### config.mk
export PLATFORM = sky130hd
export DESIGN_NAME = tl_flow_controller
export DESIGN_NICKNAME = d
export VERILOG_FILES = /design/src/rtl/tl_pkg.sv /design/src/rtl/tl_pause_hyst.sv /design/src/rtl/tl_flow_controller.sv
export SDC_FILE = /design/constraint.sdc
export NUM_CORES = 1
export LEC_CHECK = 0
export CORE_MARGIN = 1
export CORE_UTILIZATION = 40
export CTS_CLUSTER_DIAMETER = 30
export DETAILED_ROUTE_END_ITERATION = 8
export GPL_TIMING_DRIVEN = 0
export PLACE_DENSITY = 0.8
export SKIP_LAST_GASP = 1
export SYNTH_ARGS = -nofsm -noshare
export SYNTH_HDL_FRONTEND = slang
export SYNTH_SLANG_ARGS = --single-unit
export TNS_END_PERCENT = 30
### constraint.sdc
create_clock -name clk_i -period 2.55 [get_ports clk_i]
set_input_delay 0.255 -clock clk_i [delete_from_list [all_inputs] [get_ports clk_i]]
set_output_delay 0.255 -clock clk_i [all_outputs]
set_load 0.03 [all_outputs]
### src/rtl/tl_pkg.sv
// tl_pkg: shared widths, destination field position and one-hot FSM encoding
// for the transaction-layer flow controller.
package tl_pkg;
   localparam int DATA_W   = 12;
   localparam int DEPTH    = 8;
   localparam int CNT_W    = 4;
   localparam int TH_W     = 3;
   localparam int NPORT    = 4;
   localparam int DEST_MSB = DATA_W - 1;
   localparam int DEST_LSB = DATA_W - 2;

   typedef enum logic [4:0] {
      ST_RESET  = 5'b00001,
      ST_INIT   = 5'b00010,
      ST_IDLE   = 5'b00100,
      ST_ACTIVE = 5'b01000,
      ST_ERROR  = 5'b10000
   } state_e;
endpackage

### src/rtl/tl_pause_hyst.sv
// tl_pause_hyst: upstream pause with hysteresis between the low and high
// occupancy thresholds across all output ports.
module tl_pause_hyst
   import tl_pkg::*;
#(
   parameter int CW = CNT_W,
   parameter int TW = TH_W,
   parameter int NP = NPORT
) (
   input  logic             clk_i,
   input  logic             rst_ni,
   input  logic [NP*CW-1:0] cnt_i,
   input  logic [TW-1:0]    lo_i,
   input  logic [TW-1:0]    hi_i,
   output logic             pause_o
);
   logic any_hi, all_lo, pause_q;

   always_comb begin
      any_hi = 1'b0;
      all_lo = 1'b1;
      for (int p = 0; p < NP; p++) begin
         any_hi = any_hi | (cnt_i[p*CW +: CW] >= CW'(hi_i));
         all_lo = all_lo & (cnt_i[p*CW +: CW] <= CW'(lo_i));
      end
   end

   // setting wins, so a low threshold at or above the high one still behaves
   always_ff @(posedge clk_i or negedge rst_ni)
      if (!rst_ni) pause_q <= 1'b0;
      else         pause_q <= any_hi ? 1'b1 : (all_lo ? 1'b0 : pause_q);

   assign pause_o = pause_q;
endmodule

### src/rtl/tl_flow_controller.sv
// tl_flow_controller: routes input FIFO words to four output FIFOs with
// per-port stalling and upstream pause; TLC_STATS_EN adds per-port push counters.
module tl_flow_controller
   import tl_pkg::*;
(
   input  logic                clk_i,
   input  logic                rst_ni,
   input  logic                init_i,
   input  logic [TH_W-1:0]     umbral_bajo_i,
   input  logic [TH_W-1:0]     umbral_alto_i,
   input  logic                in_empty_i,
   input  logic [DATA_W-1:0]   in_data_i,
   output logic                in_pop_o,
   input  logic [4*CNT_W-1:0]  out_count_i,
   input  logic [4:0]          fifo_error_i,
   output logic [3:0]          out_push_o,
   output logic [DATA_W-1:0]   out_data_o,
   output logic [TH_W-1:0]     umbral_bajo_o,
   output logic [TH_W-1:0]     umbral_alto_o,
   output logic                pause_o,
   output logic [4:0]          state_o,
   output logic                idle_o,
   output logic                error_out_o,
   input  logic [1:0]          idx_i,
   input  logic                req_i,
   output logic [4:0]          counter_out_o,
   output logic                counter_valid_o
);
   state_e              state_q, state_d;
   logic [TH_W-1:0]     bajo_q, alto_q;
   logic [3:0]          push_q, push_d;
   logic [DATA_W-1:0]   data_q, data_d;
   logic [CNT_W-1:0]    cnt_a [4];
   logic [1:0]          dest;
   logic [CNT_W:0]      eff_cnt;
   logic                err, pop;

   for (genvar g = 0; g < 4; g++) begin : g_cnt
      assign cnt_a[g] = out_count_i[g*CNT_W +: CNT_W];
   end

   // a push issued last cycle is not yet in the FIFO count, so add it back
   assign dest    = in_data_i[DEST_MSB:DEST_LSB];
   assign err     = |fifo_error_i;
   assign eff_cnt = {1'b0, cnt_a[dest]} + {{CNT_W{1'b0}}, push_q[dest]};
   assign pop     = (state_q == ST_ACTIVE) && !in_empty_i && !err &&
                    (eff_cnt < (CNT_W+1)'(alto_q));
   assign push_d  = pop ? 4'(1 << dest) : 4'b0;
   assign data_d  = pop ? in_data_i : data_q;

   always_comb begin
      state_d = state_q;
      case (state_q)
         ST_RESET:  state_d = ST_INIT;
         ST_INIT:   state_d = init_i ? ST_INIT : ST_IDLE;
         ST_IDLE:   state_d = init_i ? ST_INIT : (in_empty_i ? ST_IDLE : ST_ACTIVE);
         ST_ACTIVE: state_d = init_i ? ST_INIT :
                              ((in_empty_i && push_q == 4'b0) ? ST_IDLE : ST_ACTIVE);
         ST_ERROR:  state_d = init_i ? ST_INIT : ST_ERROR;
         default:   state_d = ST_RESET;
      endcase
      if (err && state_q != ST_RESET && state_q != ST_INIT) state_d = ST_ERROR;
   end

   always_ff @(posedge clk_i or negedge rst_ni)
      if (!rst_ni) begin
         state_q <= ST_RESET;
         bajo_q  <= '0;
         alto_q  <= '0;
         push_q  <= '0;
         data_q  <= '0;
      end else begin
         state_q <= state_d;
         push_q  <= push_d;
         data_q  <= data_d;
         if (state_q == ST_INIT) begin
            bajo_q <= umbral_bajo_i;
            alto_q <= umbral_alto_i;
         end
      end

   tl_pause_hyst u_pause (
      .clk_i   (clk_i),
      .rst_ni  (rst_ni),
      .cnt_i   (out_count_i),
      .lo_i    (bajo_q),
      .hi_i    (alto_q),
      .pause_o (pause_o)
   );

   assign in_pop_o      = pop;
   assign out_push_o    = push_q;
   assign out_data_o    = data_q;
   assign umbral_bajo_o = bajo_q;
   assign umbral_alto_o = alto_q;
   assign state_o       = state_q;
   assign idle_o        = (state_q == ST_IDLE) && in_empty_i;
   assign error_out_o   = (state_q == ST_ERROR);

`ifdef TLC_STATS_EN
   logic [4:0] stat_q [4];
   logic [4:0] cout_q;
   logic       cval_q;

   always_ff @(posedge clk_i or negedge rst_ni)
      if (!rst_ni) begin
         for (int p = 0; p < 4; p++) stat_q[p] <= '0;
         cout_q <= '0;
         cval_q <= 1'b0;
      end else begin
         for (int p = 0; p < 4; p++)
            stat_q[p] <= (state_q == ST_RESET || state_q == ST_INIT) ? 5'd0 :
                         (push_q[p] && stat_q[p] != 5'd31) ? stat_q[p] + 5'd1 : stat_q[p];
         cval_q <= req_i;
         if (req_i) cout_q <= stat_q[idx_i];
      end

   assign counter_out_o   = cout_q;
   assign counter_valid_o = cval_q;
`else
   logic stats_unused;
   assign stats_unused    = ^{idx_i, req_i};
   assign counter_out_o   = '0;
   assign counter_valid_o = 1'b0;
`endif
endmodule

==> metrics <==
status=finished, violations left; failing checks=negative hold slack, negative setup slack; total CTS buffers=3; # fillers=440; PD cells=323 mW/mm^2; clock sink count=28; worst-path cell with the longest stage delay=mux4_2; Post-Syn Area=between 0.002 and 0.0025 sq mm; library cells used by synthesis=between 50 and 60; clk_skew=0.0102 ns; multi-input logic area=0.00133 sq mm; WS Path Type=input port to output pin; Max Freq=356 MHz; Die ar.=0.00557 sq mm; Starting Density=0.413; first drt pass iteration count=4; final worst path period share=1.10; placed cell count=360; ratio of cells with drive above 1 in the final layout=0.176; Synth warnings=0; Area growth, synth to finish=50.3%; top cells by area, synth=dfrtp_1 32%, ha_1 17%, o22a_1 4.6%; antenna violations before repair=0; aggregate global-route resource usage=0.194; IO Count=83; Die X-Extent=74.6 um; first-pass GRT wire length=8.25 mm; Worst path max stage delay=0.52 ns; Max VDD drop=between 0.0002 and 0.00025 V; crit path time final=2.81 ns; number of antenna diodes=0; # H-tree levels=1; TritonCTS clock tree=done; Via density=5.22; Synth Flop Type=dfrtp_1; P_int=0.774 mW; net switching power figure=0.249 mW; Avg Cell Area, Syn=roughly 10 sq um; Vias=1961; clock transition at the registers of the reported paths=around 0.10 ns; wire per inst=14.1 um; Max Cap Viol=0; # hold bufs at CTS=0; DRC violation count after routing=0; port bufs=73; final-report hold violation count=27; Slew HR=0.594; Seq/Total Area, Yosys=0.333; die height=approximately 75 um; Async SR Flop Fraction=1.00; DRT Wirelength=between 5 and 6 mm; Comb pwr share=0.220; Bufs on Longest Clock Path=2; # rows=26; root buf cell=clkbuf_8; vias in the first global route=roughly 1800; Seq. cell area=707 sq um; Required @ worst endpoint=2.30 ns; sequential share of power=0.437; DP HPWL=4.19 mm; Core Area=0.00511 sq mm; largest net degree at the start of global routing=29; Slew Limit Fails=0; Setup Viol. Count Final=13; clock share of power=0.343; crit path cell chain=clkdlybuf4s50_1 -> mux4_2 -> ha_4 -> ha_4 -> xnor2_2 -> ha_1 -> inv_1 -> o211ai_1 -> nor2_4 -> buf_6; Startpoint Class=input port; grt total ovfl=0; min-delay worst type=input port to async pin; Post-synth EDFFs=0; Most common cell on crit path=ha_4; Critical Path AT=2.56 ns; fin worst setup slack=-0.261 ns; Worst Max-Slew Pin Slew=around 0.6 ns; Routability Congestion=0.896; fin nets=approximately 380; initial DRC count=104; Setup crit end kind=output pin; final hold slack=-0.0301 ns; Crit Path Max Fanout=3; Sw Ratio=0.243; RSZ-0062 raised after global routing=true; Yosys top cell area share=0.320; synthesized flop and latch total=28; DRT antenna net count=0; cells after synthesis=212; Layout Cells excl Fill=376; cell taking the most area after synthesis=dfrtp_1; leakage=1.43 nW; worst skew pair latency=0.28 ns
==> worst max-delay path: cells and delay by family <==
family | cells | cell delay (ns)
xor+xnor | 1 | 0.13
buf+inv | 3 | 0.60
mux | 1 | 0.52
fa+ha+maj | 3 | 0.64
simple gates | 1 | 0.07
compound gates | 1 | 0.34
==> metal layers <==
| metal | vias to the layer above | share of wire | wire (um) | track usage |
|---|---|---|---|---|
| met2 | 64 | 0.51 | 2730 | 0.355 |
| met5 | - | 0 | 0 | 0 |
| met4 | 0 | 0.0058 | 31 | 0.0356 |
| met1 | 925 | 0.42 | 2250 | 0.237 |
| met3 | 4 | 0.057 | 303 | 0.0402 |
| li1 | 968 | - | - | - |
==> kinds of logic after synthesis <==
logic type                 after synthesis  share of synthesized area
xor gates and xnor gates                 2                    0.00830
buffers and inverters                   27                     0.0694
adders and majority gates               28                      0.166
AOI/OAI and AO/OA                       52                      0.176
other                                    1                    0.00178
muxes                                    9                     0.0670
and+or+nand+nor                         65                      0.179
DFF                                     28                      0.333
==> synth_stat cells, drive strengths merged, types with 3 or more instances <==
| library cell | number |
|---|---|
| a211oi | 3 |
| a21o | 3 |
| a21oi | 5 |
| buf | 9 |
| dfrtp | 27 |
| ha | 28 |
| inv | 16 |
| mux2i | 5 |
| mux4 | 3 |
| nand2 | 17 |
| nand2b | 6 |
| nand3 | 3 |
| nor2 | 11 |
| nor2b | 4 |
| nor3 | 3 |
| nor4 | 4 |
| nor4b | 3 |
| o21ai | 15 |
| o22a | 11 |
| or4 | 3 |
==> sequential cells by signal, summed over array words and instances, names as in the netlist <==
signal / count
umbral_bajo_o: 3
state_o: 5
out_data_o: 12
umbral_alto_o: 3
u_pause.pause_o: 1
out_push_o: 4
==> timing repair <==
action,4_1_cts,5_1_grt
resized for setup,20,3
buffers inserted,9,2
endpoints found under the setup margin,17,17
cloned,1,0
pin swaps,7,7
==> metrics by stage <==
step	setup TNS, ns	utilization	power [mW]	cell area, sq um	worst slack [ns]
finish	-1.16	0.621	1.02	3170	-0.261
global route	-2.47	0.621	1.07	3170	-0.371
CTS	-1.44	0.617	1.03	3150	-0.246
detailed placement	-16.28	0.585	0.676	2990	-1.54
global placement	-15.79	0.585	0.669	2990	-1.53
floorplan	-0.555	-	0.566	2170	-0.0650
==> final cells by class <==
class	count	share of cell area
clock buffer	3	0.0130
sequential	28	0.223
clock inverter	1	0.00947
inverter	16	0.0189
tap	70	0.0276
timing repair buffer	85	0.257
buffer	11	0.0316
multi-input combinational	162	0.419
==> path summary, 6_finish.rpt <==
path | start | end | slack, ns | depth (start not counted)
setup / recovery | out_count_i[8] | in_pop_o | -0.26 | 10
hold / removal | rst_ni | u_pause.pause_o$_DFFE_PN0P_ | -0.03 | 1
setup reg to reg | out_push_o[1]$_DFF_PN0_ | out_data_o[0]$_DFFE_PN0P_ | -0.10 | 10
hold reg to reg | out_data_o[3]$_DFFE_PN0P_ | out_data_o[3]$_DFFE_PN0P_ | 0.50 | 1
max in group asynchronous | rst_ni | out_push_o[3]$_DFF_PN0_ | 2.13 | 1
min in group clk_i | out_data_o[3]$_DFFE_PN0P_ | out_data_o[3]$_DFFE_PN0P_ | 0.50 | 1
==> placed cells by master, fill, tap and decap left out, drive strengths merged, types with 2 or more instances in the layout <==
cell           count
a211oi             3
a21o               3
a21oi              5
a31oi              2
a32oi              2
and2               2
and3b              2
buf               24
clkbuf             5
clkdlybuf4s50     68
conb               6
dfrtp             27
ha                28
inv               16
mux2i              5
mux4               3
nand2             17
nand2b             6
nand3              3
nand3b             2
nor2              11
nor2b              4
nor3               3
nor4               4
nor4b              3
o21ai             15
o22a              11
o2bb2ai            2
or4                3
xnor2              2
==> power groups by stage <==
stage          clock, mW  sequential, mW  combinational (mW)
2_1_floorplan          0           0.459               0.106
3_3_place_gp           0           0.456               0.213
3_5_place_dp           0           0.456               0.219
4_1_cts            0.359           0.448               0.226
5_1_grt            0.379           0.448               0.247
6_report           0.351           0.447               0.225
(Power assumes the default switching activity.)
